[config.mk]
export PLATFORM = sky130hd
export DESIGN_NAME = if_stage_flat
export DESIGN_NICKNAME = d
export VERILOG_FILES = /design/src/rtl/pipe_pkg.sv /design/src/rtl/if_stage_if.sv /design/src/rtl/if_predict.sv /design/src/rtl/if_stage.sv /design/src/flat_wrapper.sv
export SDC_FILE = /design/constraint.sdc
export NUM_CORES = 1
export LEC_CHECK = 0
export ABC_AREA = 1
export CAP_MARGIN = 30
export CORE_MARGIN = 2
export CORE_UTILIZATION = 41
export CTS_CLUSTER_DIAMETER = 50
export DETAILED_ROUTE_END_ITERATION = 8
export HOLD_SLACK_MARGIN = 0.08
export PLACE_DENSITY_LB_ADDON = 0.15
export SYNTH_ARGS = -nofsm -noshare
export SYNTH_HDL_FRONTEND = slang
export SYNTH_SLANG_ARGS = --single-unit
[constraint.sdc]
create_clock -name clk_i -period 3.64 [get_ports clk_i]
set_input_delay 0.546 -clock clk_i [delete_from_list [all_inputs] [get_ports clk_i]]
set_output_delay 0.546 -clock clk_i [all_outputs]
set_load 0.02 [all_outputs]
[src/rtl/pipe_pkg.sv]
// Shared pipeline package: NOP, opcodes, IF/ID payload and immediate helpers.
package pipe_pkg;

    localparam int unsigned XLEN = 32;

    localparam logic [XLEN-1:0] NOP       = 32'h0000_0013;
    localparam logic [6:0]      OP_JAL    = 7'b1101111;
    localparam logic [6:0]      OP_BRANCH = 7'b1100011;

    typedef struct packed {
        logic            valid;
        logic [XLEN-1:0] inst;
        logic [XLEN-1:0] pc;
        logic            pred_taken;
        logic [XLEN-1:0] pred_pc;
    } if_id_t;

    localparam if_id_t IF_ID_BUBBLE = '{
        valid:      1'b0,
        inst:       NOP,
        pc:         '0,
        pred_taken: 1'b0,
        pred_pc:    '0
    };

    // J-type immediate, same bit layout as the decode immediate generator
    function automatic logic [XLEN-1:0] imm_j(input logic [XLEN-1:0] inst);
        return {{11{inst[31]}}, inst[31], inst[19:12], inst[20], inst[30:21], 1'b0};
    endfunction

    // B-type immediate, same bit layout as the decode immediate generator
    function automatic logic [XLEN-1:0] imm_b(input logic [XLEN-1:0] inst);
        return {{19{inst[31]}}, inst[31], inst[7], inst[30:25], inst[11:8], 1'b0};
    endfunction

endpackage

[src/rtl/if_stage_if.sv]
// Fetch-stage bus bundle: instruction memory, hazard control and IF/ID outputs.
interface if_stage_if;
    import pipe_pkg::*;

    logic [XLEN-1:0] imem_addr_o;
    logic [XLEN-1:0] imem_rdata_i;
    logic            stall_i;
    logic            flush_i;
    logic [XLEN-1:0] redirect_pc_i;
    logic [XLEN-1:0] if_id_inst_o;
    logic [XLEN-1:0] if_id_pc_o;
    logic            if_id_valid_o;
    logic            if_id_pred_taken_o;
    logic [XLEN-1:0] if_id_pred_pc_o;

    modport master (
        output imem_addr_o,
        input  imem_rdata_i,
        input  stall_i,
        input  flush_i,
        input  redirect_pc_i,
        output if_id_inst_o,
        output if_id_pc_o,
        output if_id_valid_o,
        output if_id_pred_taken_o,
        output if_id_pred_pc_o
    );

    modport slave (
        input  imem_addr_o,
        output imem_rdata_i,
        output stall_i,
        output flush_i,
        output redirect_pc_i,
        input  if_id_inst_o,
        input  if_id_pc_o,
        input  if_id_valid_o,
        input  if_id_pred_taken_o,
        input  if_id_pred_pc_o
    );

endinterface

[src/rtl/if_predict.sv]
// Static predictor: JAL always taken, B-type taken only when backward.
module if_predict
    import pipe_pkg::*;
(
    input  logic [XLEN-1:0] pc,
    input  logic [XLEN-1:0] inst,
    output logic            taken,
    output logic [XLEN-1:0] target
);

    // Decode opcode and form the predicted target
    always_comb begin
        taken  = 1'b0;
        target = pc + 32'd4;
        case (inst[6:0])
            OP_JAL: begin
                taken  = 1'b1;
                target = pc + imm_j(inst);
            end
            OP_BRANCH: begin
                taken  = inst[31];
                target = pc + imm_b(inst);
            end
            default: ;
        endcase
    end

endmodule

[src/rtl/if_stage.sv]
// Instruction fetch stage: PC register, next-PC selection and IF/ID register.
// Optional static prediction enabled by defining IF_STATIC_PREDICT_EN.
module if_stage
    import pipe_pkg::*;
#(
    parameter logic [31:0] RESET_PC = 32'h0000_0000
) (
    input  logic        clk_i,
    input  logic        rst_i,
    if_stage_if.master  bus
);

    logic [XLEN-1:0] pc_q;
    logic [XLEN-1:0] pc_next;
    if_id_t          if_id_q;
    logic            pred_taken;

`ifdef IF_STATIC_PREDICT_EN
    logic [XLEN-1:0] pred_target;

    if_predict u_predict (
        .pc     (pc_q),
        .inst   (bus.imem_rdata_i),
        .taken  (pred_taken),
        .target (pred_target)
    );
`else
    assign pred_taken = 1'b0;
`endif

    // Next-PC priority: redirect, stall, prediction, sequential (wraps mod 2^32)
    always_comb begin
        pc_next = pc_q + 32'd4;
        if (bus.flush_i) begin
            pc_next = {bus.redirect_pc_i[31:2], 2'b00};
        end else if (bus.stall_i) begin
            pc_next = pc_q;
        end
`ifdef IF_STATIC_PREDICT_EN
        else if (pred_taken) begin
            pc_next = pred_target;
        end
`endif
    end

    // PC and IF/ID register; flush inserts a bubble even while stalled
    always_ff @(posedge clk_i or posedge rst_i) begin
        if (rst_i) begin
            pc_q    <= RESET_PC;
            if_id_q <= IF_ID_BUBBLE;
        end else if (bus.flush_i) begin
            pc_q    <= pc_next;
            if_id_q <= IF_ID_BUBBLE;
        end else if (!bus.stall_i) begin
            pc_q    <= pc_next;
            if_id_q <= '{
                valid:      1'b1,
                inst:       bus.imem_rdata_i,
                pc:         pc_q,
                pred_taken: pred_taken,
                pred_pc:    pc_next
            };
        end
    end

    assign bus.imem_addr_o        = pc_q;
    assign bus.if_id_inst_o       = if_id_q.inst;
    assign bus.if_id_pc_o         = if_id_q.pc;
    assign bus.if_id_valid_o      = if_id_q.valid;
    assign bus.if_id_pred_taken_o = if_id_q.pred_taken;
    assign bus.if_id_pred_pc_o    = if_id_q.pred_pc;

endmodule

[src/flat_wrapper.sv]
// flat-port wrapper written by rule: the top's interface ports become plain ports
module if_stage_flat import pipe_pkg::*;
#(
    parameter logic [31:0] RESET_PC = 32'h0000_0000
)
  (clk_i, rst_i, bus_imem_addr_o, bus_imem_rdata_i, bus_stall_i, bus_flush_i, bus_redirect_pc_i, bus_if_id_inst_o, bus_if_id_pc_o, bus_if_id_valid_o, bus_if_id_pred_taken_o, bus_if_id_pred_pc_o);
  if_stage_if bus_i ();
  input  logic clk_i;
  input  logic rst_i;
  output wire logic [$bits(bus_i.imem_addr_o)-1:0] bus_imem_addr_o;
  input wire logic [$bits(bus_i.imem_rdata_i)-1:0] bus_imem_rdata_i;
  input wire logic [$bits(bus_i.stall_i)-1:0] bus_stall_i;
  input wire logic [$bits(bus_i.flush_i)-1:0] bus_flush_i;
  input wire logic [$bits(bus_i.redirect_pc_i)-1:0] bus_redirect_pc_i;
  output wire logic [$bits(bus_i.if_id_inst_o)-1:0] bus_if_id_inst_o;
  output wire logic [$bits(bus_i.if_id_pc_o)-1:0] bus_if_id_pc_o;
  output wire logic [$bits(bus_i.if_id_valid_o)-1:0] bus_if_id_valid_o;
  output wire logic [$bits(bus_i.if_id_pred_taken_o)-1:0] bus_if_id_pred_taken_o;
  output wire logic [$bits(bus_i.if_id_pred_pc_o)-1:0] bus_if_id_pred_pc_o;
  assign bus_imem_addr_o = bus_i.imem_addr_o;
  assign bus_i.imem_rdata_i = bus_imem_rdata_i;
  assign bus_i.stall_i = bus_stall_i;
  assign bus_i.flush_i = bus_flush_i;
  assign bus_i.redirect_pc_i = bus_redirect_pc_i;
  assign bus_if_id_inst_o = bus_i.if_id_inst_o;
  assign bus_if_id_pc_o = bus_i.if_id_pc_o;
  assign bus_if_id_valid_o = bus_i.if_id_valid_o;
  assign bus_if_id_pred_taken_o = bus_i.if_id_pred_taken_o;
  assign bus_if_id_pred_pc_o = bus_i.if_id_pred_pc_o;
  if_stage #(.RESET_PC(RESET_PC)) u_core (.clk_i(clk_i), .rst_i(rst_i), .bus(bus_i));
endmodule
Word-level counts from Yosys, hierarchy flattened:

Index checks and enable logic that the tools add are counted.

* bits in registers: 130
* input port bits: 68
* output and inout bits: 130

* add/subtract/negate cells: 1
* equality and inequality tests: 1
* multiplexer cells: 5

Operator list (count)
* $mux 98: 2
* $mux 32: 3
* $add 32x3->32 const B: 1
* $ne 2x1->1 const B: 1

Logic depth before layout (Yosys ltp):

Gate-level depths: netlist (run 1).

* depth after elaboration: 4
* gate-level depth with buffers: 10
* gate-level depth less buffers: 10

Worst setup path after synthesis (run 1):

No wires, ideal clock.

* path kind: register -> register
* start point: reg u_core.pc_q[2] (netlist: u_core.bus.imem_addr_o[2])
* end point: reg u_core.if_id_q (netlist bit u_core.bus.if_id_pred_pc_o[14])
* library setup time: 0.128 ns
* data arrival time: 1.485 ns
* setup slack: 2.027 ns
* stages on the path, launching flop included: 8
* path buffers: 0
* clock period less this slack: 1.613 ns
* path through: dfrtp_1 -> ha_1 -> nand2_1 -> nor2_4 -> nand4_1 -> nor2_2 -> xor2_1 -> o21ai_0

* word-level cells in the longest chain between the ends: 4

RTL lines
* start, declared: RTL line if_stage.sv:13 `logic [XLEN-1:0] pc_q;`
* start signal, assigned: RTL line if_stage.sv:52 `pc_q <= pc_next;`
* start signal, assigned: RTL line if_stage.sv:55 `pc_q <= pc_next;`
* $add 32x3->32: RTL line if_stage.sv:33 `pc_next = pc_q + 32'd4;`
* $mux 32: RTL line if_stage.sv:34 `if (bus.flush_i) begin`
* $mux 98: RTL line if_stage.sv:54 `end else if (!bus.stall_i) begin`
* $mux 98: RTL line if_stage.sv:51 `end else if (bus.flush_i) begin`
* end signal, assigned: RTL line if_stage.sv:56 `if_id_q <= '{`
* end, declared: RTL line if_stage.sv:15 `if_id_t if_id_q;`

Every way passes these cells. The select of a mux whose other input is x is not followed.
A chain may end at the register's enable or synchronous reset.

Worst setup path after layout (run 1):

* start point: reg u_core.pc_q[16] (netlist: u_core.bus.imem_addr_o[16])
* end point: out bus_imem_addr_o[16]

RTL lines
* end, declared: RTL line flat_wrapper.sv:10 `output wire logic [$bits(bus_i.imem_addr_o)-1:0] bus_imem_addr_o;`

No word-level cell between the ends.

==> summary.md, run 1 <==
| Metric | Value |
|---|---|
| Total standard cell area after synthesis | `around 5500 um^2` |
| Clock latency at the later pin of the worst-skew pair | `0.42 ns` |
| Per-instance average area after synthesis | `just under 9 um^2` |
| Cell with the largest stage delay on the worst path | `sky130_fd_sc_hd__clkdlybuf4s50_1` |
| TritonCTS clock tree | `yes` |
| Worst R2R Start | `u_core.bus.imem_addr_o[2]$_DFFE_PP0P_` |
| Number of iterations in the first detailed-routing pass | `4` |
| Slew at the pin with the worst max-slew slack | `0.8756 ns` |
| Syn Inst Count | `616` |
| Crit Path Class | `flop to output pin` |
| Worst-path cell chain | `clkdlybuf4s50_1` |
| Capture instance of the worst register-to-register path | `u_core.bus.imem_addr_o[20]$_DFFE_PP0P_` |
| Share of the synthesized area in the top cell type | `55.71%` |
| Sink of the worst hold path | `u_core.bus.if_id_pred_pc_o[20]$_DFFE_PP0P_` |
| Setup slack on the worst flop-to-flop path | `approximately 1.8 ns` |
| Setup clock skew after layout | `0.01314 ns` |
| Setup repair after global routing missed its margin | `no` |
| Combined buffer and inverter count along the critical path | `1` |
| Fraction of layout instances using a drive strength above 1 | `7.108%` |
| Initial detailed-routing violation count | `285` |
| Flip-flop and latch count after synthesis | `about 130` |
| Most instantiated flip-flop cell in the synthesis netlist | `sky130_fd_sc_hd__dfrtp_1` |
| Core area | `13140 um^2` |
| Count of nets after finishing | `just under 900` |
| Antenna Nets Post-Route | `0` |
| Power Internal | `0.003043 W` |
| Routed wire length | `16.48 mm` |
| Row count | `between 40 and 50` |
| Highest routed metal layer | `met4` |
| Category of the worst setup path launch point | `flop` |
| Number of synthesized flops with an enable pin | `0` |
| Detailed-routing wirelength on met1 | `7.024 mm` |
| Max IR drop VDD | `337.8 uV` |
| CP max FO | `9` |
| Total inserted antenna cells | `0` |
| Area after DPL | `7576 um^2` |
| Total Power Consumption | `0.004135 W` |
| Antenna violations before repair | `0` |
| Hold path startpoint | `u_core.bus.if_id_pred_pc_o[20]$_DFFE_PP0P_` |
| Number of distinct library cell variants in the gate-level netlist after synthesis | `29` |
| Total Die Area | `14310 um^2` |
| Crit path max-delay family | `buffers and inverters` |
| Setup total negative slack | `0 ns` |
| Clock Tree Buf Depth | `2` |
| Net Sw Frac | `26.41%` |
| Setup repair bufs after CTS | `0` |
| Post-Syn Nets | `685` |
| Count of buffers from port buffering | `194` |
| Part of the power in the clock network | `45.0%` |
| Sequential fraction of design power | `38.5%` |
| Total number of vias | `4975` |
| Power density relative to cell area | `approximately 500 nW/um^2` |
| DRC | `0` |
| Combinational power share | `16.5%` |
| Count of yosys warnings during synthesis | `0` |
| Horizontal die dimension | `between 100 and 150 um` |
| Total global-route track usage | `23.70%` |
| Switching power summed over all nets | `0.001092 W` |
| Endpoints failing hold | `0` |
| F_max | `462.6 MHz` |
| Root buffer selected by CTS | `sky130_fd_sc_hd__clkbuf_16` |
| Outcome | `completed` |
| Average wire per standard cell | `approximately 17 um` |
| Via count of the first global-routing pass | `5127` |
| Share of the clock period used by the worst path after layout | `59.38%` |
| Lkg Pwr | `between 3 and 4 nW` |
| Number of gates given a new drive strength after cts | `0` |
| Slowest cell delay on critical path | `0.67 ns` |
| Met2 wire length | `between 7 and 8 mm` |
| Total I/O pin count | `between 150 and 200` |
| Max Slew Vio Count | `0` |
| Global route overflow | `0` |
| Top post-synthesis cells by area | `sky130_fd_sc_hd__dfrtp_1, sky130_fd_sc_hd__nand2_1, sky130_fd_sc_hd__a22o_1` |
| Final critical delay including setup and external delays | `2.162 ns` |
| Arrival time worst endpoint | `roughly 1.6 ns` |
| CP Capture Type | `output pin` |
| Fin Hold WS | `0.4789 ns` |
| Kind of path behind the tightest hold check | `flop to flop` |
| Cell taking the most area after synthesis | `sky130_fd_sc_hd__dfrtp_1` |
| Vertical die dimension | `between 100 and 150 um` |
| Area growth from synthesis to layout | `50.18%` |
| Share of flip-flops with an asynchronous set or reset after synthesis | `100.0%` |
| Routability-driven placement congestion ratio | `0.8623` |
| Most numerous cell types in the synthesized netlist | `sky130_fd_sc_hd__nand2_1, sky130_fd_sc_hd__dfrtp_1, sky130_fd_sc_hd__inv_1` |
| Clock slew seen by the registers of the worst setup and hold paths | `0.05 ns` |
| Effective utilization at floorplan | `41.71%` |
| Final design instance area without fill | `a little over 8000 um^2` |
| Met3 WL post-DR | `1.142 mm` |
| Maximum number of pins on one net before global-route repair | `103` |
| Leading cell type by number of instances after synthesis | `sky130_fd_sc_hd__nand2_1` |
| Launching instance or port of the critical path | `u_core.bus.imem_addr_o[16]$_DFFE_PP0P_` |
| First-pass GRT wire length | `26.31 mm` |
| TritonCTS buffer count | `17` |
| Via density per instance | `5.015` |
| Data required time at the worst endpoint | `3.09 ns` |
| Placed wire-length estimate after detailed placement | `approximately 11 mm` |
| Count of maximum capacitance violations | `0` |
| Register-to-Register Path Depth | `7` |
| Hold bufs inserted after CTS | `0` |
| Endpoints failing setup | `0` |
| H-tree level count | `4` |
| Worst hold path depth | `2` |
| Portion of the post-synthesis area used by sequential elements | `57.15%` |
| Max-slew headroom | `41.50%` |
| Sink count of the clock tree | `125` |
[flip-flops by register name (all words and copies together), names as in the netlist]
signal,flops
u_core.bus.if_id_pc_o,30
u_core.bus.if_id_valid_o,1
u_core.bus.if_id_pred_pc_o,30
u_core.bus.if_id_inst_o,32
u_core.bus.imem_addr_o,32
[metrics by stage]
stage                     setup WS [ns]  cells  utilization [%]
after detailed placement          1.256    960            57.67
final                             1.478    992            62.65
after global placement            1.236    960            57.67
after global routing              1.432    992            62.65
after floorplan                   1.557    616                -
after CTS                         1.448    992            62.65
[layer usage]
metal,global-route usage [%],vias to the layer above
met2,38.54,172
met3,6.749,27
met5,0,-
met1,29.78,2388
met4,9.853,0
li1,-,2388
[placed cells by master (no fill, tap or decap)]
cell	netlist	routed
sky130_fd_sc_hd__a21oi_1	1	1
sky130_fd_sc_hd__a22o_1	31	31
sky130_fd_sc_hd__a22oi_1	1	1
sky130_fd_sc_hd__buf_12	0	3
sky130_fd_sc_hd__buf_4	5	3
sky130_fd_sc_hd__bufinv_16	0	4
sky130_fd_sc_hd__clkbuf_1	12	1
sky130_fd_sc_hd__clkbuf_16	0	17
sky130_fd_sc_hd__clkbuf_8	0	5
sky130_fd_sc_hd__clkdlybuf4s50_1	0	194
sky130_fd_sc_hd__clkinv_2	0	1
sky130_fd_sc_hd__clkinv_4	0	1
sky130_fd_sc_hd__clkinvlp_4	0	4
sky130_fd_sc_hd__conb_1	1	1
sky130_fd_sc_hd__dfrtp_1	122	122
sky130_fd_sc_hd__dfstp_2	3	3
sky130_fd_sc_hd__ha_1	1	1
sky130_fd_sc_hd__inv_1	50	49
sky130_fd_sc_hd__inv_2	2	2
sky130_fd_sc_hd__nand2_1	203	203
sky130_fd_sc_hd__nand2_2	3	3
sky130_fd_sc_hd__nand3_1	42	42
sky130_fd_sc_hd__nand3_2	2	2
sky130_fd_sc_hd__nand3b_1	1	1
sky130_fd_sc_hd__nand4_1	7	7
sky130_fd_sc_hd__nor2_1	31	31
sky130_fd_sc_hd__nor2_2	6	5
sky130_fd_sc_hd__nor2_4	3	4
sky130_fd_sc_hd__nor3_1	6	6
sky130_fd_sc_hd__nor3_4	1	1
sky130_fd_sc_hd__o211ai_1	14	14
sky130_fd_sc_hd__o21ai_0	41	41
sky130_fd_sc_hd__o21ai_1	4	4
sky130_fd_sc_hd__o21bai_1	1	1
sky130_fd_sc_hd__o22a_1	3	3
sky130_fd_sc_hd__xor2_1	4	4
[how the worst max path moves through the flow]
| stage | end | slack [ns] | cells past startpoint |
|---|---|---|---|
| final | bus_imem_addr_o[16] | 1.48 | 1 |
| after global routing | bus_imem_addr_o[16] | 1.43 | 1 |
| after CTS | bus_imem_addr_o[16] | 1.45 | 1 |
| after detailed placement | u_core.bus.imem_addr_o[14]$_DFFE_PP0P_ | 1.26 | 6 |
| after global placement | u_core.bus.imem_addr_o[14]$_DFFE_PP0P_ | 1.24 | 6 |
| after floorplan | u_core.bus.if_id_inst_o[10]$_DFFE_PP0P_ | 1.56 | 1 |
[cells by family after synthesis]
logic type,after synthesis,synth area share (%)
AO/OA/AOI/OAI,96,11.83
XOR/XNOR,4,0.6392
adder cells (fa/ha/maj),1,0.2283
buffers and inverters,84,6.438
flip-flops,125,57.15
other,1,0.06843
AND/OR/NAND/NOR,305,23.65
[power by group through the flow]
stage	clock (W)	sequential [W]	combinational, W
global placement	0	0.00161	0.000674
global route	0.00194	0.00161	0.000734
CTS	0.00189	0.00159	0.000688
finish	0.00186	0.00159	0.000682
floorplan	0	0.00172	0.000210
detailed placement	0	0.00161	0.000682
[cell type report]
| cell class | count | area [um^2] |
|---|---|---|
| Timing Repair Buffer | 200 | 2024 |
| Multi-Input combinational cell | 407 | 2001 |
| Fill cell | 1121 | 4907 |
| Clock buffer | 23 | 498.0 |
| Inverter | 52 | 198.9 |
| Tap cell | 176 | 220.2 |
| Clock inverter | 9 | 156.4 |
| Sequential cell | 125 | 3132 |
Power figures use the tool's default switching activity.
==> inputs of run 2 (changes only) <==
CORE_UTILIZATION = 45   (was 41)
clock period = 2.1 ns   (was 3.64 ns; I/O delays follow)
==> run 2 against run 1 <==
  * Power increased by 64%
  * Critical path type unchanged
  * Wire length decreased by 2.9%
  * Register-to-register slack got worse by 1.5 ns
  * Combinational power increased by 74%
==> summary.md, run 2 (synthesis gave the netlist of run 1 again) <==
| Metric | Value |
|---|---|
| Global route overflow | `0 (unchanged)` |
| Commonest cells after routing, fill and taps aside | `sky130_fd_sc_hd__nand2_1, sky130_fd_sc_hd__clkdlybuf4s50_1, sky130_fd_sc_hd__dfrtp_1, sky130_fd_sc_hd__inv_1, sky130_fd_sc_hd__nand3_1` |
| Count of buffers from port buffering | `194 (unchanged)` |
| Total inserted antenna cells | `0 (unchanged)` |
| CP max FO | `9 (unchanged)` |
| Via density per instance | `5.238 (+4.4%)` |
| Post-Place Setup Slack | `0.1998 ns (-1.056 ns)` |
| Core area | `11960 um^2 (-9.0%)` |
| Outcome | `completed` |
| Antenna Nets Post-Route | `0 (unchanged)` |
| Hold bufs inserted after CTS | `0 (unchanged)` |
| Total global-route track usage | `25.63% (+1.9 points)` |
| Final critical delay including setup and external delays | `around 1.9 ns` |
| Max Slew Vio Count | `0 (unchanged)` |
| Launching instance or port of the critical path | `u_core.bus.imem_addr_o[16]$_DFFE_PP0P_` |
| Final setup slack of the worst path | `0.1640 ns (-1.314 ns)` |
| Slowest cell delay on critical path | `0.68 ns (about the same)` |
| Fraction of layout instances using a drive strength above 1 | `8.019% (+0.91 points)` |
| Worst R2R Start | `u_core.bus.imem_addr_o[2]$_DFFE_PP0P_` |
| H-tree level count | `4 (unchanged)` |
| Via count of the first global-routing pass | `5264 (+2.7%)` |
| Average wire per standard cell | `16.50 um (-0.69%)` |
| Combined area of the multi-input logic cells | `2001 um^2 (unchanged)` |
| Lkg Pwr | `3.750 nW (-0.11%)` |
| Clock Tree Buf Depth | `2 (unchanged)` |
| Setup repair after global routing missed its margin | `no` |
| Slew at the pin with the worst max-slew slack | `0.5304 ns (-0.3452 ns)` |
| Setup repair bufs after CTS | `0 (unchanged)` |
| Row count | `40 (-4.8%)` |
| Detailed-routing wirelength on met1 | `6.610 mm (-5.9%)` |
| Routed wire length | `16.00 mm (-2.9%)` |
| Crit Path Class | `flop to output pin` |
| Placed wire-length estimate after detailed placement | `11.34 mm (+1.9%)` |
| F_max | `516.5 MHz` |
| TritonCTS buffer count | `17 (unchanged)` |
| Power density relative to cell area | `829.4 nW/um^2 (+65%)` |
| Total I/O pin count | `198 (unchanged)` |
| FF+latch area | `3132 um^2 (unchanged)` |
| Endpoints failing setup | `0 (unchanged)` |
| Most frequent standard cell in the layout excluding fill and tap cells | `sky130_fd_sc_hd__nand2_1` |
| CP Capture Type | `output pin` |
| Count of nets after finishing | `880 (+0.92%)` |
| Total Die Area | `13080 um^2 (-8.6%)` |
| Root buffer selected by CTS | `sky130_fd_sc_hd__clkbuf_16` |
| Share of the clock period used by the worst path after layout | `92.19%` |
| Cell with the largest stage delay on the worst path | `sky130_fd_sc_hd__clkdlybuf4s50_1` |
| Combined buffer and inverter count along the critical path | `1 (unchanged)` |
| Kind of path behind the tightest hold check | `input port to async pin` |
| FILL cells | `964 (-14%)` |
| Area growth from synthesis to layout | `49.16%` |
| Highest routed metal layer | `met4` |
| Effective utilization at floorplan | `45.82% (+4.1 points)` |
| Max-slew headroom | `64.64% (+23 points)` |
| Met2 wire length | `7.811 mm (-1.9%)` |
| Sink count of the clock tree | `125 (unchanged)` |
| Clock latency at the later pin of the worst-skew pair | `0.41 ns (about the same)` |
| Number of gates given a new drive strength after cts | `0 (unchanged)` |
| Setup total negative slack | `0 ns (unchanged)` |
| TritonCTS clock tree | `yes` |
| Number of iterations in the first detailed-routing pass | `5 (+1)` |
| Endpoints failing hold | `0 (unchanged)` |
| Horizontal die dimension | `114.4 um (-4.4%)` |
| Antenna violations before repair | `0 (unchanged)` |
| Worst-path cell chain | `clkdlybuf4s50_1` |
| Maximum number of pins on one net before global-route repair | `96 (-6.8%)` |
| Count of maximum capacitance violations | `0 (unchanged)` |
| Fin Hold WS | `0.3793 ns (-0.09960 ns)` |
| Setup clock skew after layout | `0.008324 ns (-0.004816 ns)` |
| First-pass GRT wire length | `26.12 mm (-0.73%)` |
| Max IR drop VDD | `446.7 uV (+32%)` |
| Met3 WL post-DR | `1.296 mm (+13%)` |
| Crit path max-delay family | `buffers and inverters` |
| Initial detailed-routing violation count | `318 (+12%)` |
| Clock slew seen by the registers of the worst setup and hold paths | `0.06 ns (about the same)` |
| Arrival time worst endpoint | `1.62 ns (about the same)` |
| DRC | `0 (unchanged)` |
| Data required time at the worst endpoint | `1.78 ns (-1.31 ns)` |
| Vertical die dimension | `114.4 um (-4.4%)` |
| Category of the worst setup path launch point | `flop` |
| Total number of vias | `5081 (+2.1%)` |
| Routability-driven placement congestion ratio | `0.8770 (+1.7%)` |
==> run 2: changes by cell type in the layout (fill, tap and decap cells not counted) <==
| cell | change |
|---|---|
| sky130_fd_sc_hd__clkbuf_8 | -5 |
| sky130_fd_sc_hd__buf_4 | +8 |
| sky130_fd_sc_hd__clkbuf_1 | -1 |
| sky130_fd_sc_hd__clkinv_2 | +2 |
| sky130_fd_sc_hd__clkinv_4 | +4 |
| sky130_fd_sc_hd__bufinv_16 | -2 |
| sky130_fd_sc_hd__clkinvlp_4 | +1 |
==> run 2: layer usage <==
metal	vias to the layer above	global-route usage (%)
met2	204	41.83
met5	-	0
li1	2397	-
met4	0	8.699
met1	2457	32.18
met3	23	8.629
==> run 2: worst paths after layout <==
check | end | slack, ns | depth (start not counted)
max | bus_imem_addr_o[16] | 0.16 | 1
min | u_core.bus.imem_addr_o[1]$_DFFE_PP0P_ | 0.38 | 3
max reg2reg | u_core.bus.imem_addr_o[30]$_DFFE_PP0P_ | 0.28 | 8
min reg2reg | u_core.bus.if_id_pred_pc_o[30]$_DFFE_PP0P_ | 0.48 | 2
max in group asynchronous | u_core.bus.imem_addr_o[9]$_DFFE_PP0P_ | 1.28 | 3
min in group clk_i | u_core.bus.imem_addr_o[12]$_DFFE_PP0P_ | 0.48 | 3
==> run 2: through the flow <==
step / total power (W) / cell area (um^2) / std cells / utilization, %
global route: 0.007072 / 8174 / 970 / 68.34
CTS: 0.006834 / 8174 / 970 / 68.34
detailed placement: 0.003986 / 7600 / 939 / 63.54
floorplan: 0.003342 / 5484 / 616 / -
finish: 0.006780 / 8174 / 970 / 68.34
global placement: 0.003964 / 7600 / 939 / 63.54
==> run 2: cell type report <==
type	instances	area share, %
Clock buffer	17	5.204
Clock inverter	14	1.822
Inverter	52	2.434
Multi-Input combinational cell	407	24.48
Sequential cell	125	38.31
Tap cell	147	2.250
Timing Repair Buffer	208	25.50
==> run 2: report_power, final <==
group / switching [W] / internal (W)
clock: 0.00109 / 0.00174
combinational: 0.000640 / 0.000550
sequential: 0.000170 / 0.00259
==> inputs of run 3 (changes only) <==
SYNTH_HIERARCHICAL = 1   (was unset)
==> run 3 against run 2 <==
  * Count of clock-buffer cells in the layout grew 9
  * Critical endpoint is now bus_imem_addr_o[2]
  * Largest power group unchanged
  * Critical path type unchanged
  * Maximum frequency increased by 2.3%
  * Wire length increased by 3.5%
  * Largest cell class unchanged
  * Setup slack better by 0.044 ns
  * Clock skew increased by 0.0044 ns
==> summary.md, run 3 <==
| Metric | Value |
|---|---|
| Row count | `41 (+2.5%)` |
| Antenna Nets Post-Route | `0 (unchanged)` |
| Register-to-Register Path Depth | `8 (unchanged)` |
| Total I/O pin count | `198 (unchanged)` |
| Most numerous cell types in the synthesized netlist | `sky130_fd_sc_hd__nand2_1, sky130_fd_sc_hd__dfrtp_1, sky130_fd_sc_hd__inv_1` |
| H-tree level count | `4 (unchanged)` |
| Max-slew headroom | `59.99% (-4.6 points)` |
| Total global-route track usage | `25.21% (-0.43 points)` |
| Per-instance average area after synthesis | `8.712 um^2 (-2.1%)` |
| Antenna violations before repair | `0 (unchanged)` |
| Total number of vias | `5182 (+2.0%)` |
| Clock Tree Buf Depth | `2 (unchanged)` |
| Horizontal die dimension | `116.4 um (+1.7%)` |
| Capture instance of the worst register-to-register path | `u_core/bus.imem_addr_o[14]$_DFFE_PP0P_` |
| TritonCTS clock tree | `yes` |
| Commonest cells after routing, fill and taps aside | `sky130_fd_sc_hd__nand2_1, sky130_fd_sc_hd__clkdlybuf4s50_1, sky130_fd_sc_hd__dfrtp_1, sky130_fd_sc_hd__inv_1, sky130_fd_sc_hd__o21ai_1` |
| Sink count of the clock tree | `125 (unchanged)` |
| Core area | `12470 um^2 (+4.2%)` |
| Leading cell type by number of instances after synthesis | `sky130_fd_sc_hd__nand2_1` |
| Final design instance area without fill | `8368 um^2 (+2.4%)` |
| Flip-flop and latch count after synthesis | `125 (unchanged)` |
| Maximum number of pins on one net before global-route repair | `64 (-33%)` |
| Combined buffer and inverter count along the critical path | `1 (unchanged)` |
| CP max FO | `6 (-3)` |
| Routed wire length | `16.56 mm (+3.5%)` |
| Setup clock skew after layout | `0.01269 ns (+0.004369 ns)` |
| Power density relative to cell area | `819.2 nW/um^2 (-1.2%)` |
| Count of nets after finishing | `914 (+3.9%)` |
| Post-Place Setup Slack | `0.1863 ns (-0.01345 ns)` |
| Average wire per standard cell | `16.07 um (-2.6%)` |
| Max Slew Vio Count | `0 (unchanged)` |
| Count of buffers from port buffering | `194 (unchanged)` |
| Share of the synthesized area in the top cell type | `53.74% (-2.0 points)` |
| Launching instance or port of the critical path | `u_core/bus.imem_addr_o[2]$_DFFE_PP0P_` |
| Fraction of layout instances using a drive strength above 1 | `8.625% (+0.61 points)` |
| Count of maximum capacitance violations | `0 (unchanged)` |
| Data required time at the worst endpoint | `1.78 ns (about the same)` |
| Crit Path Class | `flop to output pin` |
| Worst-path cell chain | `clkdlybuf4s50_1` |
| Endpoints failing hold | `0 (unchanged)` |
| Number of gates given a new drive strength after cts | `0 (unchanged)` |
| Setup total negative slack | `0 ns (unchanged)` |
| Total standard cell area after synthesis | `5680 um^2 (+3.7%)` |
| Final critical delay including setup and external delays | `1.892 ns (-0.04405 ns)` |
| Share of the clock period used by the worst path after layout | `90.09% (-2.1 points)` |
| F_max | `528.6 MHz (+2.3%)` |
| Setup slack on the worst flop-to-flop path | `0.33 ns (+0.05 ns)` |
| Crit path max-delay family | `buffers and inverters` |
| Most instantiated flip-flop cell in the synthesis netlist | `sky130_fd_sc_hd__dfrtp_1` |
| Vertical die dimension | `116.4 um (+1.7%)` |
| Count of yosys warnings during synthesis | `6 (+6)` |
| Final setup slack of the worst path | `0.2081 ns (+0.04405 ns)` |
| Lkg Pwr | `3.987 nW (+6.3%)` |
| Outcome | `completed` |
| Worst R2R Start | `u_core/bus.imem_addr_o[2]$_DFFE_PP0P_` |
| FILL cells | `1014 (+5.2%)` |
| Setup repair after global routing missed its margin | `no` |
| Area after DPL | `7786 um^2 (+2.5%)` |
| Initial detailed-routing violation count | `299 (-6.0%)` |
| Portion of the post-synthesis area used by sequential elements | `55.13% (-2.0 points)` |
| Global route overflow | `0 (unchanged)` |
| Endpoints failing setup | `0 (unchanged)` |
| Slew at the pin with the worst max-slew slack | `0.5992 ns (+0.06886 ns)` |
| Via count of the first global-routing pass | `5186 (-1.5%)` |
| First-pass GRT wire length | `26.12 mm (unchanged)` |
| Setup repair bufs after CTS | `0 (unchanged)` |
| TritonCTS buffer count | `17 (unchanged)` |
| Most frequent standard cell in the layout excluding fill and tap cells | `sky130_fd_sc_hd__nand2_1` |
| Arrival time worst endpoint | `1.58 ns (-0.04 ns)` |
| FF+latch area | `3132 um^2 (unchanged)` |
| Routability-driven placement congestion ratio | `0.9248 (+5.5%)` |
| Cell taking the most area after synthesis | `sky130_fd_sc_hd__dfrtp_1` |
| Post-Syn Nets | `721 (+5.3%)` |
| Cell with the largest stage delay on the worst path | `sky130_fd_sc_hd__clkdlybuf4s50_1` |
| Number of synthesized flops with an enable pin | `0 (unchanged)` |
| Total Die Area | `13540 um^2 (+3.5%)` |
| DRC | `0 (unchanged)` |
| Share of flip-flops with an asynchronous set or reset after synthesis | `100.0% (unchanged)` |
| Clock slew seen by the registers of the worst setup and hold paths | `0.05 ns (about the same)` |
| Area growth from synthesis to layout | `47.31%` |
| Effective utilization at floorplan | `45.57% (-0.25 points)` |
| Number of distinct library cell variants in the gate-level netlist after synthesis | `28 (-3.4%)` |
| Hold bufs inserted after CTS | `0 (unchanged)` |
| Combined area of the multi-input logic cells | `2117 um^2 (+5.8%)` |
| Category of the worst setup path launch point | `flop` |
| Total inserted antenna cells | `0 (unchanged)` |
| Clock latency at the later pin of the worst-skew pair | `0.42 ns (about the same)` |
| Syn Inst Count | `652 (+5.8%)` |
| Slowest cell delay on critical path | `0.67 ns (about the same)` |
| Kind of path behind the tightest hold check | `input port to async pin` |
| CP Capture Type | `output pin` |
| Number of iterations in the first detailed-routing pass | `5 (unchanged)` |
| Root buffer selected by CTS | `sky130_fd_sc_hd__clkbuf_16` |
| Placed wire-length estimate after detailed placement | `11.74 mm (+3.6%)` |
| Max IR drop VDD | `453.4 uV (+1.5%)` |
| Top post-synthesis cells by area | `sky130_fd_sc_hd__dfrtp_1, sky130_fd_sc_hd__nand2_1, sky130_fd_sc_hd__a22o_1` |
| Via density per instance | `5.031 (-4.0%)` |
## run 3: cell count changes after synthesis, sizes merged, moves of 5 or more
cell,delta
nor3,-7
buf,+5
inv,+21
nand4,-7
nand2,+16
clkbuf,-6
o21ai,+10
nor2,+8
## run 3: cell families (layout without fill, tap and decap cells)
logic type                 count (synthesis)  after routing  synth area share, %
AOI/OAI and AO/OA                        102            102                11.63
xor gates and xnor gates                   4              4               0.8811
adders and majority gates                  1              1               0.2202
buffers and inverters                    104            310                7.687
DFF                                      125            125                55.13
other                                      1              1              0.06602
and+or+nand+nor                          315            315                24.38
## run 3: stage by stage
stage	power (W)	std cells	utilization (%)	hold slack, ns
after detailed placement	0.004006	998	62.46	0.4657
after global placement	0.003983	998	62.46	0.4584
after global routing	0.007134	1030	67.13	0.3765
final	0.006855	1030	67.13	0.3674
after floorplan	0.003371	652	-	0.4485
after CTS	0.006911	1030	67.13	0.3798
## run 3: worst max-delay path by stage
stage | endpoint | slack (ns) | cells after the start
final | bus_imem_addr_o[2] | 0.21 | 1
after global routing | bus_imem_addr_o[2] | 0.15 | 1
after CTS | bus_imem_addr_o[2] | 0.19 | 1
after detailed placement | u_core/bus.imem_addr_o[17]$_DFFE_PP0P_ | 0.19 | 7
after global placement | u_core/bus.imem_addr_o[18]$_DFFE_PP0P_ | 0.24 | 7
after floorplan | u_core/bus.if_id_inst_o[10]$_DFFE_PP0P_ | 0.25 | 1
## run 3: layout make-up
| cell class | count | area share, % |
|---|---|---|
| Sequential cell | 125 | 37.43 |
| Tap cell | 172 | 2.572 |
| Clock buffer | 26 | 5.966 |
| Multi-Input combinational cell | 423 | 25.30 |
| Inverter | 73 | 3.319 |
| Timing Repair Buffer | 205 | 24.43 |
| Clock inverter | 6 | 0.9868 |
## run 3: report_power, final
part | leakage, nW | internal (W) | switching, W
clock network | 0.284 | 0.00187 | 0.00102
logic | 2.07 | 0.000552 | 0.000669
registers | 1.63 | 0.00259 | 0.000160
## run 3: metal layers
| metal | track usage [%] | up-vias | wire [um] |
|---|---|---|---|
| met5 | 0 | - | 0 |
| met2 | 40.35 | 219 | 7830 |
| met3 | 7.784 | 33 | 1293 |
| met4 | 11.19 | 0 | 456 |
| li1 | - | 2478 | - |
| met1 | 31.65 | 2452 | 6975 |
